--- config.mk ---
export PLATFORM = sky130hd
export DESIGN_NAME = clksel_ctrl
export DESIGN_NICKNAME = d
export VERILOG_FILES = /design/src/rtl/clksel_ctrl_pkg.sv /design/src/rtl/clksel_ctrl_sync.sv /design/src/rtl/clksel_ctrl.sv
export SDC_FILE = /design/constraint.sdc
export NUM_CORES = 1
export LEC_CHECK = 0
export CAP_MARGIN = 20
export CELL_PAD_IN_SITES_DETAIL_PLACEMENT = 2
export CELL_PAD_IN_SITES_GLOBAL_PLACEMENT = 2
export CORE_MARGIN = 2
export CORE_UTILIZATION = 34
export CTS_CLUSTER_SIZE = 24
export DETAILED_ROUTE_END_ITERATION = 6
export GPL_TIMING_DRIVEN = 1
export PLACE_DENSITY = 0.85
export RECOVER_POWER = 50
export SYNTH_ARGS = -nofsm -noshare
export SYNTH_HDL_FRONTEND = slang
export SYNTH_SLANG_ARGS = --single-unit
--- constraint.sdc ---
create_clock -name clk0 -period 1.94 [get_ports clk0]
set_input_delay 0.388 -clock clk0 [delete_from_list [all_inputs] [get_ports clk0]]
set_output_delay 0.388 -clock clk0 [all_outputs]
set_load 0.02 [all_outputs]
--- src/rtl/clksel_ctrl_pkg.sv ---
// Shared types and constants for the clock-select controller.
package clksel_ctrl_pkg;

  typedef enum logic [1:0] {
    ST_IDLE   = 2'd0,
    ST_SWITCH = 2'd1,
    ST_SETTLE = 2'd2,
    ST_REVERT = 2'd3
  } state_e;

  localparam logic [1:0] ERR_DEAD = 2'b01;
  localparam logic [1:0] ERR_LOST = 2'b10;

  // Number of bits needed to hold max_val (at least 1).
  function automatic int unsigned cnt_width(input int unsigned max_val);
    int unsigned w;
    w = 1;
    while ((max_val >> w) != 0) w++;
    return w;
  endfunction

endpackage

--- src/rtl/clksel_ctrl_sync.sv ---
// Two-flop synchronizer for one asynchronous liveness flag, reset to 0.
module clksel_sync2 (
  input  logic clk0,
  input  logic rst_n,
  input  logic d,
  output logic q
);

  logic meta_d, meta_q;
  logic sync_d, sync_q;

  // Next values simply shift the input through the chain.
  always_comb begin
    meta_d = d;
    sync_d = meta_q;
  end

  // Synchronizer flops.
  always_ff @(posedge clk0 or negedge rst_n) begin
    if (!rst_n) begin
      meta_q <= 1'b0;
      sync_q <= 1'b0;
    end else begin
      meta_q <= meta_d;
      sync_q <= sync_d;
    end
  end

  assign q = sync_q;

endmodule

--- src/rtl/clksel_ctrl.sv ---
// Clock-select controller: drives a 4:1 glitch-free mux select, waits a
// settle period after each change and reverts if the new source dies.
// Optional autonomous fallback to source 0: define CLKSEL_CTRL_FALLBACK_EN.
module clksel_ctrl
  import clksel_ctrl_pkg::*;
#(
  parameter int unsigned SETTLE_CYC = 16
) (
  input  logic       clk0,
  input  logic       rst_n,
  input  logic       req_valid,
  input  logic [1:0] req_sel,
  output logic       req_ready,
  input  logic [3:0] clk_ok,
  output logic [1:0] sel,
  output logic [1:0] cur_sel,
  output logic       busy,
  output logic       done,
  output logic       err,
  output logic [1:0] err_code,
  output logic       fb
);

  localparam int unsigned    CW       = cnt_width(SETTLE_CYC - 1);
  localparam logic [CW-1:0]  CNT_LOAD = CW'(SETTLE_CYC - 1);

  logic [3:0] ok_s;

  for (genvar g = 0; g < 4; g++) begin : g_sync
    clksel_sync2 u_sync (
      .clk0  (clk0),
      .rst_n (rst_n),
      .d     (clk_ok[g]),
      .q     (ok_s[g])
    );
  end

  state_e        state_d, state_q;
  logic [1:0]    sel_d, sel_q;
  logic [1:0]    cur_sel_d, cur_sel_q;
  logic [1:0]    tgt_d, tgt_q;
  logic [1:0]    prev_d, prev_q;
  logic [CW-1:0] cnt_d, cnt_q;
  logic          done_d, done_q;
  logic          err_d, err_q;
  logic [1:0]    err_code_d, err_code_q;
  logic          fb_go;

`ifdef CLKSEL_CTRL_FALLBACK_EN
  logic fb_d, fb_q;

  assign fb_go = (cur_sel_q != 2'd0) && !ok_s[cur_sel_q];

  // Fallback pulse: idle, no request this cycle, committed source lost.
  always_comb begin
    fb_d = (state_q == ST_IDLE) && !req_valid && fb_go;
  end

  // Fallback pulse register.
  always_ff @(posedge clk0 or negedge rst_n) begin
    if (!rst_n) fb_q <= 1'b0;
    else        fb_q <= fb_d;
  end

  assign fb = fb_q;
`else
  assign fb_go = 1'b0;
  assign fb    = 1'b0;
`endif

  // Next-state and registered-output logic for the switch sequence.
  always_comb begin
    state_d    = state_q;
    sel_d      = sel_q;
    cur_sel_d  = cur_sel_q;
    tgt_d      = tgt_q;
    prev_d     = prev_q;
    cnt_d      = cnt_q;
    done_d     = 1'b0;
    err_d      = 1'b0;
    err_code_d = err_code_q;
    case (state_q)
      ST_IDLE: begin
        if (req_valid) begin
          if (req_sel == cur_sel_q) begin
            done_d = 1'b1;
          end else if (!ok_s[req_sel]) begin
            err_d      = 1'b1;
            err_code_d = ERR_DEAD;
          end else begin
            tgt_d   = req_sel;
            prev_d  = cur_sel_q;
            state_d = ST_SWITCH;
          end
        end else if (fb_go) begin
          // Fallback target 0 is taken without a liveness check.
          tgt_d   = 2'd0;
          prev_d  = cur_sel_q;
          state_d = ST_SWITCH;
        end
      end
      ST_SWITCH: begin
        sel_d   = tgt_q;
        cnt_d   = CNT_LOAD;
        state_d = ST_SETTLE;
      end
      ST_SETTLE: begin
        if (!ok_s[tgt_q]) begin
          sel_d   = prev_q;
          cnt_d   = CNT_LOAD;
          state_d = ST_REVERT;
        end else if (cnt_q == '0) begin
          cur_sel_d = tgt_q;
          done_d    = 1'b1;
          state_d   = ST_IDLE;
        end else begin
          cnt_d = cnt_q - CW'(1);
        end
      end
      ST_REVERT: begin
        if (cnt_q == '0) begin
          err_d      = 1'b1;
          err_code_d = ERR_LOST;
          state_d    = ST_IDLE;
        end else begin
          cnt_d = cnt_q - CW'(1);
        end
      end
      default: state_d = ST_IDLE;
    endcase
  end

  // Controller state registers; reset aborts any switch in progress.
  always_ff @(posedge clk0 or negedge rst_n) begin
    if (!rst_n) begin
      state_q    <= ST_IDLE;
      sel_q      <= '0;
      cur_sel_q  <= '0;
      tgt_q      <= '0;
      prev_q     <= '0;
      cnt_q      <= '0;
      done_q     <= 1'b0;
      err_q      <= 1'b0;
      err_code_q <= '0;
    end else begin
      state_q    <= state_d;
      sel_q      <= sel_d;
      cur_sel_q  <= cur_sel_d;
      tgt_q      <= tgt_d;
      prev_q     <= prev_d;
      cnt_q      <= cnt_d;
      done_q     <= done_d;
      err_q      <= err_d;
      err_code_q <= err_code_d;
    end
  end

  assign req_ready = (state_q == ST_IDLE);
  assign busy      = (state_q != ST_IDLE);
  assign sel       = sel_q;
  assign cur_sel   = cur_sel_q;
  assign done      = done_q;
  assign err       = err_q;
  assign err_code  = err_code_q;

endmodule

==> flow_summary.ini <==
[clocking]
clock_path_buffers = 2
cts_root_buf = clkbuf_4
clkSlewWorstSetupHoldPaths_ps = 140
h-tree-depth = 1
clkSinkCount = 26
worstSkewPairLatency_ps = 330
cts_buffers = 3
cts_tree = yes

[worst_setup_path]
r2r_slack_ps = 170
critPathBufInv = 1
max_stage_delay_ps = 650
arrival_ps = 1480
required_ps = 1550
cp_max_fo = 5
r2r-end = cur_sel[0]
crit_family = buffers and inverters
reg2reg_from = tgt_q[0]
path_cells = clkdlybuf4s50_1
rr_worst_depth = 3
crit_path_start_kind = flip-flop
end_kind = output port
slowest_stage = clkdlybuf4s50_1
path_class = reg2out

[logic_synthesis]
syn_nets = 119
synth-async-reset-ratio = 1.00
ys_seq_area_frac = 0.523
synth.most_common_cell = dfrtp_1
synth_top_cell_area_share = 0.523
synth_area_sq_um = 1240
avgSynthCellArea_sq_um = 12.0
synth_cells = 104
synthTopCellsByCount = dfrtp_1, inv_1, mux2_2, nor2_1, ha_1
synth_edf_count = 0
synthFlopType = dfrtp_1
yosys_warnings = 0
synth_area_leaders = dfrtp_1, mux2_2, ha_1
ys_ff_latch = 26
yosysUniqueCellTypes = 34
synth_top_area_cell = dfrtp_1

[floorplanning]
die_area_sq_um = 4160
io_pins = 20
rows = 21
die_w_um = 64.5
initial_core_util = 0.364
die_y_um = 64.5
core_sq_um = 3420

[sta]
max_freq_mhz = 536
tightest_slew_ps = 682
setup_slack_ps = 74.4
drv_slew = 0
period_needed_ps = 1870
setup_violations = 0
setup_tns_ps = 0
grt_setup_unrepaired = false
hold_violations = 0
period_share = 0.962
relSlewSlack = 0.545
finClkSkew_ps = 6.12

[global_route]
grt_pass1_vias = 1054
grt_pass1_wl_mm = 5.16
overflow = 0
globalRouteTotalUtil = 0.169
grt_antenna_before_repair = 0
grt_start_max_net_pins = 27

[cells_and_area]
drive_gt1_frac = 0.182
fillers = 370
n_antenna_cell = 0
final_cell_area_sq_um = 1560
syn2layout_area_growth_pct = 25.3
final_nets = 148

[run_status]
status = finished, final reports clean

[route]
drt.antenna.violating_nets = 0
firstDrtPassIters = 3
viasPerCell = 5.06
finalWirelength_mm = 3.06
vias = 901
drc = 0
initialDrtViolationCount = 13
wl_per_cell_um = 17.2

[min_path]
hold_depth = 0
hold_end = g_sync[0].u_sync.q
hp-class = reg2reg
hp-start = g_sync[0].u_sync.meta_q

[placed_design]
dp_slack_ps = -214
hpwl_mm = 2.49
gp_congestion = 0.756
place.port_buffers = 18
postPlaceCellArea_sq_um = 1530

[power]
ir_worst_vdd_uv = 490
p_leak_uw = 0.000710
power_density_nw_per_um2 = 1200

[run]
cap_violations = 0
==> cells in the final DEF, fill, tap and decap left out, drive strengths merged, types with 2 or more instances in the layout <==
| cell | n |
|---|---|
| a211oi | 3 |
| a21oi | 4 |
| buf | 7 |
| clkbuf | 6 |
| clkdlybuf4s50 | 11 |
| dfrtp | 26 |
| dlygate4sd3 | 5 |
| ha | 6 |
| inv | 9 |
| mux2 | 7 |
| mux2i | 3 |
| mux4 | 2 |
| nand2 | 3 |
| nor2 | 7 |
| nor2b | 2 |
| o211ai | 3 |
| o21a | 3 |
| o21ai | 4 |
| o22ai | 2 |
| xnor2 | 3 |
| xor2 | 2 |
==> worst max-delay path by stage <==
stage / start / endpoint / cells past startpoint
final: cur_sel[0] / cur_sel[0] / 1
after global routing: cur_sel[1] / cur_sel[1] / 1
after CTS: state_q[0] / busy / 4
after detailed placement: req_sel[0] / prev_q[1] / 4
after global placement: req_sel[0] / prev_q[0] / 4
after floorplan: state_q[0] / err_code[1] / 5
==> where the power goes <==
group,leakage [uW],total [uW],switching (uW),internal [uW]
Sequential,0.000309,725,83.5,642
Combinational,0.000380,866,480,387
Clock,0.0000210,279,164,115
Total,0.000710,1870,727,1140
==> per-stage QoR <==
step / hold WS (ps) / instances / utilization / total power, uW
2_1_floorplan: 92.4 / 104 / - / 1280
3_3_place_gp: 337 / 174 / 0.448 / 1550
3_5_place_dp: 336 / 174 / 0.448 / 1640
4_1_cts: 381 / 178 / 0.458 / 1920
5_1_grt: 394 / 178 / 0.456 / 2020
6_report: 373 / 178 / 0.456 / 1870
==> state kept, by name, summed over array words and instances, names as in the netlist <==
| signal | cells |
|---|---|
| state_q | 2 |
| prev_q | 2 |
| tgt_q | 2 |
| cur_sel | 2 |
| g_sync.u_sync.meta_q | 4 |
| err_code | 2 |
| g_sync.u_sync.q | 4 |
| cnt_q | 4 |
| sel | 2 |
| err | 1 |
| done | 1 |
==> per-layer routing <==
metal,routed length (um),up-vias,share of wire,GRT usage
li1,-,418,-,-
met1,1210,457,0.40,0.184
met5,0,-,0,0
met2,1670,19,0.55,0.316
met4,78,0,0.026,0.0798
met3,98,7,0.032,0.0295
==> cell type report <==
class                      instances  area (sq um)  share of cell area
inverter                           9          33.8              0.0217
sequential                        26           651               0.418
timing repair buffer              26           231               0.149
tap                               46          57.6              0.0369
multi-input combinational         67           548               0.352
clock buffer                       4          36.3              0.0233
==> cells by family after synthesis <==
kind of cell	count (synthesis)	share of synthesized area
xor gates and xnor gates	5	0.0352
adders and majority gates	6	0.0604
and+or+nand+nor	20	0.0825
AOI/OAI and AO/OA	23	0.136
other	1	0.00302
DFF	26	0.523
buffers and inverters	11	0.0362
muxes	12	0.124
==> timing repair <==
action,4_1_cts,5_1_grt
setup buffers,0,0
setup endpoints to repair,2,1
gates resized for setup,2,2
pin swaps,0,0
hold buffers,0,0
cloned,0,0
(Power assumes the default switching activity.)
